==> src/rtl/uart_rx_fifo.sv <==
// uart_rx_fifo: 16x oversampling UART receiver with a configurable frame
// format, sticky error flags and a first-word-fall-through receive FIFO.
module uart_rx_fifo #(
   parameter int CLK_HZ     = 50_000_000,
   parameter int BAUD       = 115_200,
   parameter int DATA_BITS  = 8,
   parameter int PARITY     = 0,
   parameter int FIFO_DEPTH = 16
) (
   input  logic                             clk,
   input  logic                             rst,
   input  logic                             uart_rx,
   input  logic                             rd_en,
   input  logic                             clr_err,
   output logic [7:0]                       rd_data,
   output logic                             empty,
   output logic                             full,
   output logic [$clog2(FIFO_DEPTH+1)-1:0]  count,
   output logic                             frame_err,
   output logic                             parity_err,
   output logic                             overrun,
   output logic [2:0]                       rx_state
);

   localparam int DIV_R = (CLK_HZ + BAUD * 8) / (BAUD * 16);
   localparam int DIV   = (DIV_R < 1) ? 1 : DIV_R;
   localparam int DW    = (DIV > 1) ? $clog2(DIV) : 1;
   localparam int AW    = $clog2(FIFO_DEPTH);
   localparam int CW    = $clog2(FIFO_DEPTH + 1);
   localparam logic [2:0] LAST_BIT = 3'(DATA_BITS - 1);

   typedef enum logic [2:0] {
      IDLE  = 3'd0,
      START = 3'd1,
      DATA  = 3'd2,
      PAR   = 3'd3,
      STOP  = 3'd4,
      BRK   = 3'd5
   } state_t;

   logic                 sync1_q, sync2_q, rx_s;
   logic [DW-1:0]        div_q, div_d;
   logic                 tick;
   state_t               state_q, state_d;
   logic [3:0]           tcnt_q, tcnt_d;
   logic [2:0]           bit_q, bit_d;
   logic [DATA_BITS-1:0] shreg_q, shreg_d;
   logic                 par_q, par_d, par_ok;
   logic                 push_q, push_d;
   logic                 set_fe, set_pe, set_ov;
   logic                 fe_q, fe_d, pe_q, pe_d, ov_q, ov_d;
   logic [AW-1:0]        wr_ptr_q, wr_ptr_d, rd_ptr_q, rd_ptr_d;
   logic [CW-1:0]        cnt_q, cnt_d;
   logic                 pop, wr;
   logic [7:0]           mem_q [FIFO_DEPTH];

   assign rx_s  = sync2_q;
   assign tick  = (div_q == DW'(DIV - 1));
   assign div_d = tick ? '0 : div_q + DW'(1);

   always_comb begin
      par_ok = 1'b1;
      if (PARITY == 1) par_ok = ^{shreg_q, par_q};
      else if (PARITY == 2) par_ok = ~^{shreg_q, par_q};
   end

   always_comb begin
      state_d = state_q;
      tcnt_d  = tcnt_q;
      bit_d   = bit_q;
      shreg_d = shreg_q;
      par_d   = par_q;
      push_d  = 1'b0;
      set_fe  = 1'b0;
      set_pe  = 1'b0;
      if (tick) tcnt_d = tcnt_q + 4'd1;
      unique case (state_q)
         IDLE: begin
            if (!rx_s) begin
               tcnt_d  = '0;
               state_d = START;
            end
         end
         START: begin
            // Realign the tick phase to mid-start so later samples land mid-bit
            if (tick && tcnt_q == 4'd7) begin
               tcnt_d  = '0;
               bit_d   = '0;
               state_d = rx_s ? IDLE : DATA;
            end
         end
         DATA: begin
            if (tick && tcnt_q == 4'd15) begin
               shreg_d = {rx_s, shreg_q[DATA_BITS-1:1]};
               bit_d   = bit_q + 3'd1;
               if (bit_q == LAST_BIT) state_d = (PARITY != 0) ? PAR : STOP;
            end
         end
         PAR: begin
            if (tick && tcnt_q == 4'd15) begin
               par_d   = rx_s;
               state_d = STOP;
            end
         end
         STOP: begin
            if (tick && tcnt_q == 4'd15) begin
               if (!rx_s) begin
                  set_fe  = 1'b1;
                  state_d = BRK;
               end else if (!par_ok) begin
                  set_pe  = 1'b1;
                  state_d = IDLE;
               end else begin
                  push_d  = 1'b1;
                  state_d = IDLE;
               end
            end
         end
         BRK: begin
            if (rx_s) state_d = IDLE;
         end
         default: state_d = IDLE;
      endcase
   end

   always_comb begin
      pop      = rd_en && (cnt_q != '0);
      // A pop in the same cycle frees the slot a full FIFO needs
      wr       = push_q && ((cnt_q != CW'(FIFO_DEPTH)) || pop);
      set_ov   = push_q && !wr;
      wr_ptr_d = wr ? wr_ptr_q + AW'(1) : wr_ptr_q;
      rd_ptr_d = pop ? rd_ptr_q + AW'(1) : rd_ptr_q;
      cnt_d    = cnt_q;
      if (wr && !pop) cnt_d = cnt_q + CW'(1);
      else if (pop && !wr) cnt_d = cnt_q - CW'(1);
      fe_d = set_fe | (fe_q & ~clr_err);
      pe_d = set_pe | (pe_q & ~clr_err);
      ov_d = set_ov | (ov_q & ~clr_err);
   end

   always_ff @(posedge clk or posedge rst) begin
      if (rst) begin
         sync1_q  <= 1'b1;
         sync2_q  <= 1'b1;
         div_q    <= '0;
         state_q  <= IDLE;
         tcnt_q   <= '0;
         bit_q    <= '0;
         shreg_q  <= '0;
         par_q    <= 1'b0;
         push_q   <= 1'b0;
         fe_q     <= 1'b0;
         pe_q     <= 1'b0;
         ov_q     <= 1'b0;
         wr_ptr_q <= '0;
         rd_ptr_q <= '0;
         cnt_q    <= '0;
      end else begin
         sync1_q  <= uart_rx;
         sync2_q  <= sync1_q;
         div_q    <= div_d;
         state_q  <= state_d;
         tcnt_q   <= tcnt_d;
         bit_q    <= bit_d;
         shreg_q  <= shreg_d;
         par_q    <= par_d;
         push_q   <= push_d;
         fe_q     <= fe_d;
         pe_q     <= pe_d;
         ov_q     <= ov_d;
         wr_ptr_q <= wr_ptr_d;
         rd_ptr_q <= rd_ptr_d;
         cnt_q    <= cnt_d;
      end
   end

   always_ff @(posedge clk) begin
      if (wr) mem_q[wr_ptr_q] <= 8'(shreg_q);
   end

   assign rd_data    = (cnt_q == '0) ? 8'd0 : mem_q[rd_ptr_q];
   assign empty      = (cnt_q == '0);
   assign full       = (cnt_q == CW'(FIFO_DEPTH));
   assign count      = cnt_q;
   assign frame_err  = fe_q;
   assign parity_err = pe_q;
   assign overrun    = ov_q;
   assign rx_state   = state_q;

endmodule

==> config.mk <==
export PLATFORM = sky130hd
export DESIGN_NAME = uart_rx_fifo
export DESIGN_NICKNAME = d
export VERILOG_FILES = /design/src/rtl/uart_rx_fifo.sv
export SDC_FILE = /design/constraint.sdc
export NUM_CORES = 1
export LEC_CHECK = 0
export CAP_MARGIN = 20
export CORE_ASPECT_RATIO = 1.75
export CORE_MARGIN = 5
export CORE_UTILIZATION = 30
export DETAILED_ROUTE_END_ITERATION = 10
export GPL_TIMING_DRIVEN = 0
export REMOVE_ABC_BUFFERS = 1
export SYNTH_ARGS = -nofsm -noshare
export SYNTH_HDL_FRONTEND = slang
export SYNTH_SLANG_ARGS = --single-unit
export TNS_END_PERCENT = 100
==> constraint.sdc <==
create_clock -name clk -period 3.1 [get_ports clk]
set_input_delay 0.62 -clock clk [delete_from_list [all_inputs] [get_ports clk]]
set_output_delay 0.62 -clock clk [all_outputs]
set_load 0.005 [all_outputs]
==> results.ini <==
[clocking]
clkLatencyLatePin_ps=420
cts_max_path_buffers=2
clock_tree.root_cell=clkbuf_16
path_clk_slew_ps=70
cts_tree=yes
htreeDepth=4
cts_buffers=17
clock-sinks=170

[setup_path]
worstPathArrival_ps=2420
path_buf_inv=2
critPathMaxStageDelay_ps=550
rr_endpoint=count[4]
critPathRequiredTime_ps=2480
crit_family=multiplexers
critPathKind=flip-flop to output port
path_cells=buf_12 -> mux4_2 -> mux2_2 -> o21ai_2 -> a21oi_1 -> dlygate4sd2_1
reg2regPathDepth=9
startpoint_type=flip-flop
slowest_stage=mux4_2
rr_startpoint=count[0]
reg2reg_slack_ps=160
crit_path_end_kind=output port
crit_fanout=11

[sta]
period_share_pct=98.15
layout_min_cycle_time_ps=3043
fin_skew_ps=7.893
worst_pin_slew_ps=873.5
slew_viol_final=0
setup_viol=0
fmax_ghz=0.3286
final_hold_viol_count=0
relSlewSlack_pct=41.68
hold_slack_ps=356.9

[detailed_routing]
avgViaCountPerCell=4.923
drt_iter0_drc=312
drc=0
wl_per_cell_um=18.19
vias=3835
dr.pass1.iters=4
routed_wl_um=14170
ant_nets=0

[finish]
diodes=0
regArea_um2=4907
area_growth_pct=18.91
drive_gt1_share_pct=26.74
fin_nets=482
multiInputGateArea_um2=2146
fill_cells=2189

[min_path]
hold_path.class=flip-flop to flip-flop
holdPathStages=0
worstHoldStart=sync1_q
whs_endpoint=rx_s

[grt]
grt_pass1_vias=4047
gr-total-overflow=0
use_met2_pct=20.17
grt_pass1_wl_um=22350
grt_util_met3_pct=2.592
busiest_layer=met2
grtUsageTotal_pct=10.82
antenna_found_initial=0
grt_max_degree=43
global_route.usage.met1_pct=11.87

[synthesis]
synth_cell_type_count=50
syn_area_per_cell_um2=16.89
synth_common_cells=edfxtp_1 (128), dfrtp_1 (40), mux4_2 (32)
synthCells=424
synth_area_leaders=edfxtp_1 (54%), dfrtp_1 (14%), mux4_2 (10%)
synth-seq-area-share_pct=68.40
synth_top_area_share_pct=53.69
dominantRegCellSynth=edfxtp_1
synth.cell_area_um2=7159
ys_warn_count=0
async_reset_ff_share_pct=24.71
yosys_register_bits=170
synth_most_common_cell=edfxtp_1
synth-edff-count=128
yosysTopAreaCell=edfxtp_1

[job]
drv_cap=0

[die]
initial_core_util_pct=30.56
die_x_um=126.8
die_area_um2=27180
fp.coreArea_um2=23430
placementRows=74
die_y_um=214.4
ios=26

[place]
gp_congestion=0.7927
dpl.hpwl_um=9581
io_buffers=25

[pwr]
p_per_area_nw_per_um2=523.6
total_power_w=0.004458
ir_drop_mv=0.3134
p_leak_nw=3.279

[run_status]
outcome=finished clean

==> layer usage <==
metal | vias to the layer above | routed length, µm
met4 | 0 | 207
met5 | - | 0
li1 | 1738 | -
met1 | 1986 | 5301
met2 | 99 | 8138
met3 | 12 | 523
==> registers in the layout, summed over array words and instances (netlist names) <==
name / flops
push_q: 1
mem_q: 128
rd_ptr_q: 4
tcnt_q: 4
div_q: 5
wr_ptr_q: 4
rx_s: 1
overrun: 1
rx_state: 3
shreg_q: 8
bit_q: 3
sync1_q: 1
count: 5
parity_err: 1
frame_err: 1
==> per-stage QoR <==
step / utilization, % / worst slack (ps) / TNS, ps / cells / cell area [µm²]
after global placement: 32.75 / -993.4 / -17220 / 729 / 7672
after floorplan: - / 116.7 / 0 / 400 / 7042
after detailed placement: 33.32 / -551.1 / -1447 / 739 / 7805
after global routing: 36.34 / -6.447 / -6.447 / 779 / 8513
final: 36.34 / 57.21 / 0 / 779 / 8513
after CTS: 36.18 / 1.933 / 0 / 776 / 8476
==> report_power, final <==
part,switching [W],internal (W),leakage [nW],total (W)
Clock,0.000938,0.00108,0.284,0.00201
Combinational,0.0000136,0.00000563,0.968,0.0000192
Sequential,0.00000137,0.00242,2.03,0.00242
Total,0.000953,0.00351,3.28,0.00446
==> layout make-up <==
| type | instances | area share (%) |
|---|---|---|
| repair buffers | 43 | 5.218 |
| well taps | 304 | 4.468 |
| clock inverters | 14 | 1.764 |
| clock buffers | 18 | 5.041 |
| inverters | 15 | 0.6614 |
| multi-input cells | 215 | 25.21 |
| flip-flops and latches | 170 | 57.64 |
==> cells in the final DEF (no fill, tap or decap), types with 10 or more instances in the layout <==
cell / count
inv_1: 12
nand2_1: 17
mux2_2: 18
dfrtp_1: 36
xnor2_1: 10
nand3_1: 10
ha_1: 13
nor2_1: 16
clkdlybuf4s50_1: 17
clkbuf_16: 17
mux2i_1: 11
edfxtp_1: 128
buf_4: 13
mux4_2: 32
==> logic make-up (layout without fill, tap and decap cells) <==
group | Yosys count | after routing | synth area share [%]
and+or+nand+nor | 80 | 80 | 6.029
adders and majority gates | 15 | 15 | 2.726
xor gates and xnor gates | 14 | 14 | 1.713
muxes | 61 | 61 | 14.44
DFF | 170 | 170 | 68.40
buffers and inverters | 39 | 90 | 2.429
AOI/OAI and AO/OA | 45 | 45 | 4.265
==> worst max-delay path by stage <==
| stage | startpoint | to | slack (ps) | depth (start not counted) |
|---|---|---|---|---|
| 6_report | rd_ptr_q[1] | rd_data[5] | 60 | 6 |
| 4_1_cts | count[1] | count[4] | 2 | 9 |
| 2_1_floorplan | count[1] | count[4] | 120 | 9 |
| 3_5_place_dp | rd_en | count[4] | -550 | 9 |
| 3_3_place_gp | rd_ptr_q[1] | rd_data[5] | -990 | 5 |
| 5_1_grt | rd_ptr_q[1] | rd_data[5] | -6 | 6 |
==> repair_timing <==
action	in CTS	in global routing
buffers inserted	4	3
cloned	1	0
pin swaps	1	0
hold buffers	0	0
gates resized for setup	27	13
endpoints found under the setup margin	11	8
Power figures use the tool's default switching activity.
